--- config.mk ---
export PLATFORM = sky130hd
export DESIGN_NAME = pulp_clock_div_ctrl
export DESIGN_NICKNAME = d
export VERILOG_FILES = /design/src/rtl/pulp_clock_div_ctrl.sv
export SDC_FILE = /design/constraint.sdc
export NUM_CORES = 1
export LEC_CHECK = 0
export BUFFER_PORTS_ARGS = -buffer_cell sky130_fd_sc_hd__buf_2
export CORE_UTILIZATION = 30
export DETAILED_ROUTE_END_ITERATION = 16
export PLACE_DENSITY = 0.54
export SYNTH_ARGS = -nofsm -noshare
export SYNTH_HDL_FRONTEND = slang
export SYNTH_SLANG_ARGS = --single-unit
export TNS_END_PERCENT = 5
--- constraint.sdc ---
create_clock -name clk_i -period 1.39 [get_ports clk_i]
set_input_delay 0.139 -clock clk_i [delete_from_list [all_inputs] [get_ports clk_i]]
set_output_delay 0.139 -clock clk_i [all_outputs]
set_load 0.05 [all_outputs]
--- src/rtl/pulp_clock_div_ctrl.sv ---
// pulp_clock_div_ctrl: per-channel programmable clock-enable divider.
// Optional phase-align via sync_i when PULP_CLOCK_DIV_CTRL_SYNC_EN is defined.
module pulp_clock_div_ctrl #(
  parameter int NUM_CH = 4,
  parameter int DIV_W  = 8,
  parameter int CH_W   = (NUM_CH > 1) ? $clog2(NUM_CH) : 1
) (
  input  logic              clk_i,
  input  logic              rst_i,
  input  logic              test_en_i,
  input  logic              cfg_valid_i,
  output logic              cfg_ready_o,
  input  logic [CH_W-1:0]   cfg_ch_i,
  input  logic [DIV_W-1:0]  cfg_div_i,
  input  logic              cfg_en_i,
  input  logic              sync_i,
  output logic [NUM_CH-1:0] en_o,
  output logic [NUM_CH-1:0] pend_o
);

  typedef struct packed {
    logic             en;
    logic [DIV_W-1:0] div;
    logic [DIV_W-1:0] cnt;
    logic             pend;
    logic [DIV_W-1:0] pdiv;
    logic             pen;
  } ch_t;

  logic [NUM_CH-1:0] sel;
  logic              pend_sel;
  logic              xfer;
  logic              sync;

`ifdef PULP_CLOCK_DIV_CTRL_SYNC_EN
  assign sync = sync_i;
`else
  logic unused_sync;
  assign unused_sync = sync_i;
  assign sync = 1'b0;
`endif

  // out-of-range channel selects nothing, so it is always ready
  always_comb begin
    sel = '0;
    for (int c = 0; c < NUM_CH; c++) begin
      sel[c] = (cfg_ch_i == CH_W'(c));
    end
  end

  assign pend_sel    = |(sel & pend_o);
  assign cfg_ready_o = ~rst_i & ~pend_sel;
  assign xfer        = cfg_valid_i & cfg_ready_o;

  for (genvar c = 0; c < NUM_CH; c++) begin : g_ch
    ch_t  q;
    logic hit;
    logic wrap;

    assign hit  = xfer & sel[c];
    assign wrap = q.en & ((q.cnt == q.div) | sync);

    always_ff @(posedge clk_i) begin
      if (rst_i) begin
        q <= '0;
      end else begin
        if (hit & ~q.en) begin
          q.en  <= cfg_en_i;
          q.div <= cfg_div_i;
          q.cnt <= '0;
        end else if (wrap) begin
          q.cnt <= '0;
          if (q.pend) begin
            q.en   <= q.pen;
            q.div  <= q.pdiv;
            q.pend <= 1'b0;
          end
        end else if (q.en) begin
          q.cnt <= q.cnt + DIV_W'(1);
        end
        // ready excludes pending channels, so this never meets an apply
        if (hit & q.en) begin
          q.pend <= 1'b1;
          q.pdiv <= cfg_div_i;
          q.pen  <= cfg_en_i;
        end
      end
    end

    assign en_o[c]   = test_en_i | (q.en & (q.cnt == q.div));
    assign pend_o[c] = q.pend;
  end

endmodule
## Word level (Yosys, flattened, before mapping)

Cells that the tools add are included.

| operators by class | value |
|---|---|
| multiplexer cells | 32 |
| add/subtract/negate cells | 4 |
| bitwise operators | 29 |
| equality and inequality tests | 11 |
| reductions and logical operators | 26 |

Operator list:

| kind | number |
|---|---|
| $mux W9 | 8 |
| $mux W17 | 4 |
| $mux W8 | 8 |
| $mux W10 | 4 |
| $add A8 B1 Y8 const B | 4 |
| $eq A8 B8 Y1 | 4 |
| $reduce_bool A2 Y1 | 12 |
| $and A1 B1 Y1 | 18 |
| $reduce_and A2 Y1 | 8 |
| $reduce_or A3 Y1 | 4 |
| $mux W1 | 8 |
| $ne A2 B1 Y1 const B | 4 |
| $not A1 Y1 | 6 |
| $and A4 B4 Y4 | 1 |
| $eq A2 B2 Y1 const B | 2 |
| $or A1 B1 Y1 | 4 |
| $reduce_or A4 Y1 | 1 |
| $eq A2 B1 Y1 const B | 1 |
| $logic_not A2 Y1 | 1 |

| storage, ports and cells | value |
|---|---|
| word-level logic and storage cells | 126 |
| output and inout port bits | 9 |
| register bits | 108 |
| input port bits | 16 |

## Longest topological paths before layout

| depth | value |
|---|---|
| depth in word-level cells | 10 |
| depth in mapped cells | 6 |
| mapped depth without buffers | 5 |

## Worst setup path after synthesis

Ideal clock, no wire load.

| timing | value |
|---|---|
| kind | register to output |
| from | register g_ch[1].q, in the netlist pend_o[1] |
| to | output port cfg_ready_o |
| arrival | 1.450 ns |
| cell stages (with the launch flop) | 3 |
| data required time | 1.251 ns |
| slack | -0.199 ns |
| path buffers | 0 |
| cells stage by stage | dfxtp_1 -> mux4_2 -> nor2_1 |

| on the way | value |
|---|---|
| longest elaborated chain between the ends | 4 |

RTL lines:

| item | line | RTL |
|---|---|---|
| from (decl) | 56 | `ch_t q;` |
| $and A4 B4 Y4 | 51 | `assign pend_sel = \|(sel & pend_o);` |
| $reduce_or A4 Y1 | 51 |  |
| $not A1 Y1 | 52 | `assign cfg_ready_o = ~rst_i & ~pend_sel;` |
| $and A1 B1 Y1 | 52 |  |
| to (decl) | 12 | `output logic cfg_ready_o,` |

No other way between the ends.

## Worst setup path after layout

| timing | value |
|---|---|
| from | register g_ch[1].q[25] in the netlist's numbering |
| to | output port en_o[1] |

| on the way | value |
|---|---|
| longest elaborated chain between the ends | 3 |

RTL lines:

| item | line | RTL |
|---|---|---|
| $eq A8 B8 Y1 | 90 | `assign en_o[c] = test_en_i \| (q.en & (q.cnt == q.div));` |
| $and A1 B1 Y1 | 90 |  |
| $or A1 B1 Y1 | 90 |  |
| to (decl) | 17 | `output logic [NUM_CH-1:0] en_o,` |

No other way between the ends.

==> impl_metrics.toml <==
[sta]
finClkSkew_ns = 0.00659
setup_viol = 58
final.setup.tns_ns = -7.11
worstMarginPinSlew_ns = 0.336
finalCritPeriodShare = 1.31
slew_viol_final = 0
worst_slack_ns = -0.429
fmax_ghz = 0.550
slew_headroom = 0.775
fin_crit_ns = 1.82
rsz0062_at_grt = "true"
hold_viol_final = 0

[setup_path]
start_kind = "flop"
reg2reg_from = "g_ch[1].q[25]"
regToRegEndpoint = "g_ch[1].q[25]"
rrSetupSlack_ns = -0.34
cp-end-kind = "output pin"
worstPathRequired_ns = 1.25
slowest_delay_ns = 0.33
crit_type = "reg2out"
path_cells = "xor2_1 > nor4_2 > and3_1 > or2_4 > buf_8"
slowest_stage = "dfxtp_2"
worstPathMaxFanout = 2
r2r_cells = 7
arrival_ns = 1.68
cp-startpoint = "g_ch[1].q[25]"

[clocking]
cts_buffers = 9
cts_sinks = 108
cts_tree = "built"
clock-root-buffer = "clkbuf_16"
cts_buffer_depth = 2
clock_latency_ns = 0.35
cts_htree_levels = 3
path_clk_slew_ns = 0.07

[power_and_ir_drop]
total_power_mw = 5.97
ir_drop_uv = 710
powerDensity_nw_per_um2 = 964
leakage_nw = 2.73

[grt]
grt_overflow = 0
antenna_found_initial = 0
grt_use_total = 0.151
grt_pass1_vias = 3869
grt_max_degree = 25
grt_pass1_wl_um = 19300

[floorplan]
io_pins = 25
die_w_um = 129
core-area_um2 = 15400
die_area_um2 = 16600
die_h_um = 129
start_util = 0.313
row_count = 45

[yosys]
yosysWarningCount = 0
synth_edf_count = 0
ys_async_sr_fraction = 0
synth_cell_type_count = 35
synthesis.area_um2 = 4820
syn-mean-instance-area_um2 = 9.03
yosys_register_bits = 108
synth_cells = 534
syn-num-nets = 554
synthFlopType = "dfxtp_1"
yosysSeqAreaShare = 0.448

[cells_and_area]
drive_gt1_frac = 0.284
area_growth_pct = 28.5
multi_input_area_um2 = 2640
regArea_um2 = 2180
design_area_um2 = 6200
num-nets-final = 641
antenna-diode-count = 0
final_util = 0.402
nFillCells = 1544

[hold_path]
worstHoldStart = "cfg_en_i"
min_path_type = "in2reg"
whs_path_depth = 3
hold_path_end = "g_ch[3].q[26]"

[routing]
wl_per_cell_um = 13.8
totalWireLength_um = 11500
detailedRoute.firstIterationViolations = 100
vias_per_cell = 4.59
vias = 3836
drcViolationCount = 0
drtPass1Iterations = 4
ant_nets = 0

[flow_run]
drv_cap = 0

[placed_design]
dp_hpwl_um = 8480
io_buffers = 23
placed_area_um2 = 5650
place_ws_ns = -0.222
gp_congestion = 0.746

[status]
status = "complete, but fails checks"
violations = "negative setup slack"
power breakdown:
part           switching [mW]  leakage, nW  total, mW  internal (mW)
logic                   0.289         1.72      0.495          0.206
registers              0.0318        0.879       3.16           3.13
clock network            1.08        0.131       2.31           1.24
total                    1.40         2.73       5.97           4.57
stage by stage:
stage | hold WS [ns] | std cells
floorplan | 0.355 | 534
global placement | 0.445 | 814
detailed placement | 0.454 | 814
CTS | 0.114 | 833
global route | 0.117 | 835
finish | 0.131 | 835
routing by layer:
metal	share of wire	wire length, um	track usage
met1	0.47	5460	0.191
met2	0.48	5490	0.252
met3	0.035	404	0.0358
met4	0.016	187	0.0526
met5	0	0	0
synth_stat cells (2+ instances only):
cell type	number	area, um^2
dfxtp_1	108	2160
nand2_1	69	259
nor2_1	61	229
mux2i_1	54	541
xor2_1	45	394
a21oi_1	24	120
nand3_1	21	105
o21ai_0	18	90.1
o21ai_1	16	80.1
clkbuf_1	15	56.3
xnor2_1	15	131
buf_2	14	70.1
nand4_1	13	81.3
nand2b_1	10	62.6
and3_1	8	50.1
nor3_1	8	40.0
buf_4	6	45.0
ha_1	4	50.1
nor4_1	4	25.0
and2_1	3	18.8
nor4_2	3	37.5
and4_1	2	17.5
critical path: cells and delay by family (launching register included):
family | cells | cell delay (ns)
buf+inv | 1 | 0.13
simple gates | 3 | 0.71
xor+xnor | 1 | 0.17
flops | 1 | 0.33
cell type report:
class                   count  area share
multi-input cells         389       0.427
flip-flops and latches    108       0.352
repair buffers            112       0.137
well taps                 211      0.0426
clock buffers              11      0.0392
clock inverters             3     0.00242
inverters                   1    0.000606
timing repair:
item                                   4_1_cts  5_1_grt
pin swaps                                   25       14
endpoints found under the hold margin        0        0
hold buffers                                 0        0
setup endpoints to repair                   93      110
resized for setup                           54       27
buffers inserted                             5        2
worst max path at each step:
| stage | slack, ns | cells after the start | end |
|---|---|---|---|
| after CTS | -0.42 | 5 | en_o[1] |
| after global routing | -0.48 | 5 | en_o[1] |
| after floorplan | -0.12 | 4 | en_o[3] |
| after detailed placement | -0.22 | 5 | en_o[0] |
| final | -0.43 | 5 | en_o[1] |
| after global placement | -0.20 | 5 | en_o[0] |
registers in the layout, summed over array words and instances (netlist names):
name / cells
g_ch.q: 104
pend_o: 4
cells in the final DEF, fill, tap and decap left out, types with 2 or more instances in the layout:
master,synthesis,layout
dfxtp_1,108,93
buf_4,6,81
nand2_1,69,66
nor2_1,61,58
mux2i_1,54,54
xor2_1,45,43
o21ai_1,16,32
a21oi_1,24,22
nand3_1,21,21
buf_2,14,18
xnor2_1,15,15
dfxtp_2,0,15
nand4_1,13,13
buf_6,0,12
clkbuf_16,0,9
and3_1,8,8
nor4_2,3,6
nand2b_1,10,5
nor3_1,8,4
nor3_2,0,4
nand2b_4,0,4
ha_1,4,4
and2_1,3,3
clkinv_2,0,3
or2_4,0,2
xor2_2,0,2
nor2_2,0,2
and4_1,2,2
nand2_2,0,2
a21oi_2,0,2
o21ai_2,0,2
cell families (layout without fill, tap and decap cells):
family / Yosys count / count (layout) / synth area share
compound gates: 63 / 63 / 0.0783
xor+xnor: 60 / 60 / 0.109
fa+ha+maj: 4 / 4 / 0.0104
buf+inv: 37 / 127 / 0.0371
flops: 108 / 108 / 0.448
mux: 55 / 55 / 0.117
simple gates: 207 / 207 / 0.200
Note: power is estimated with default switching activity, not from simulation.
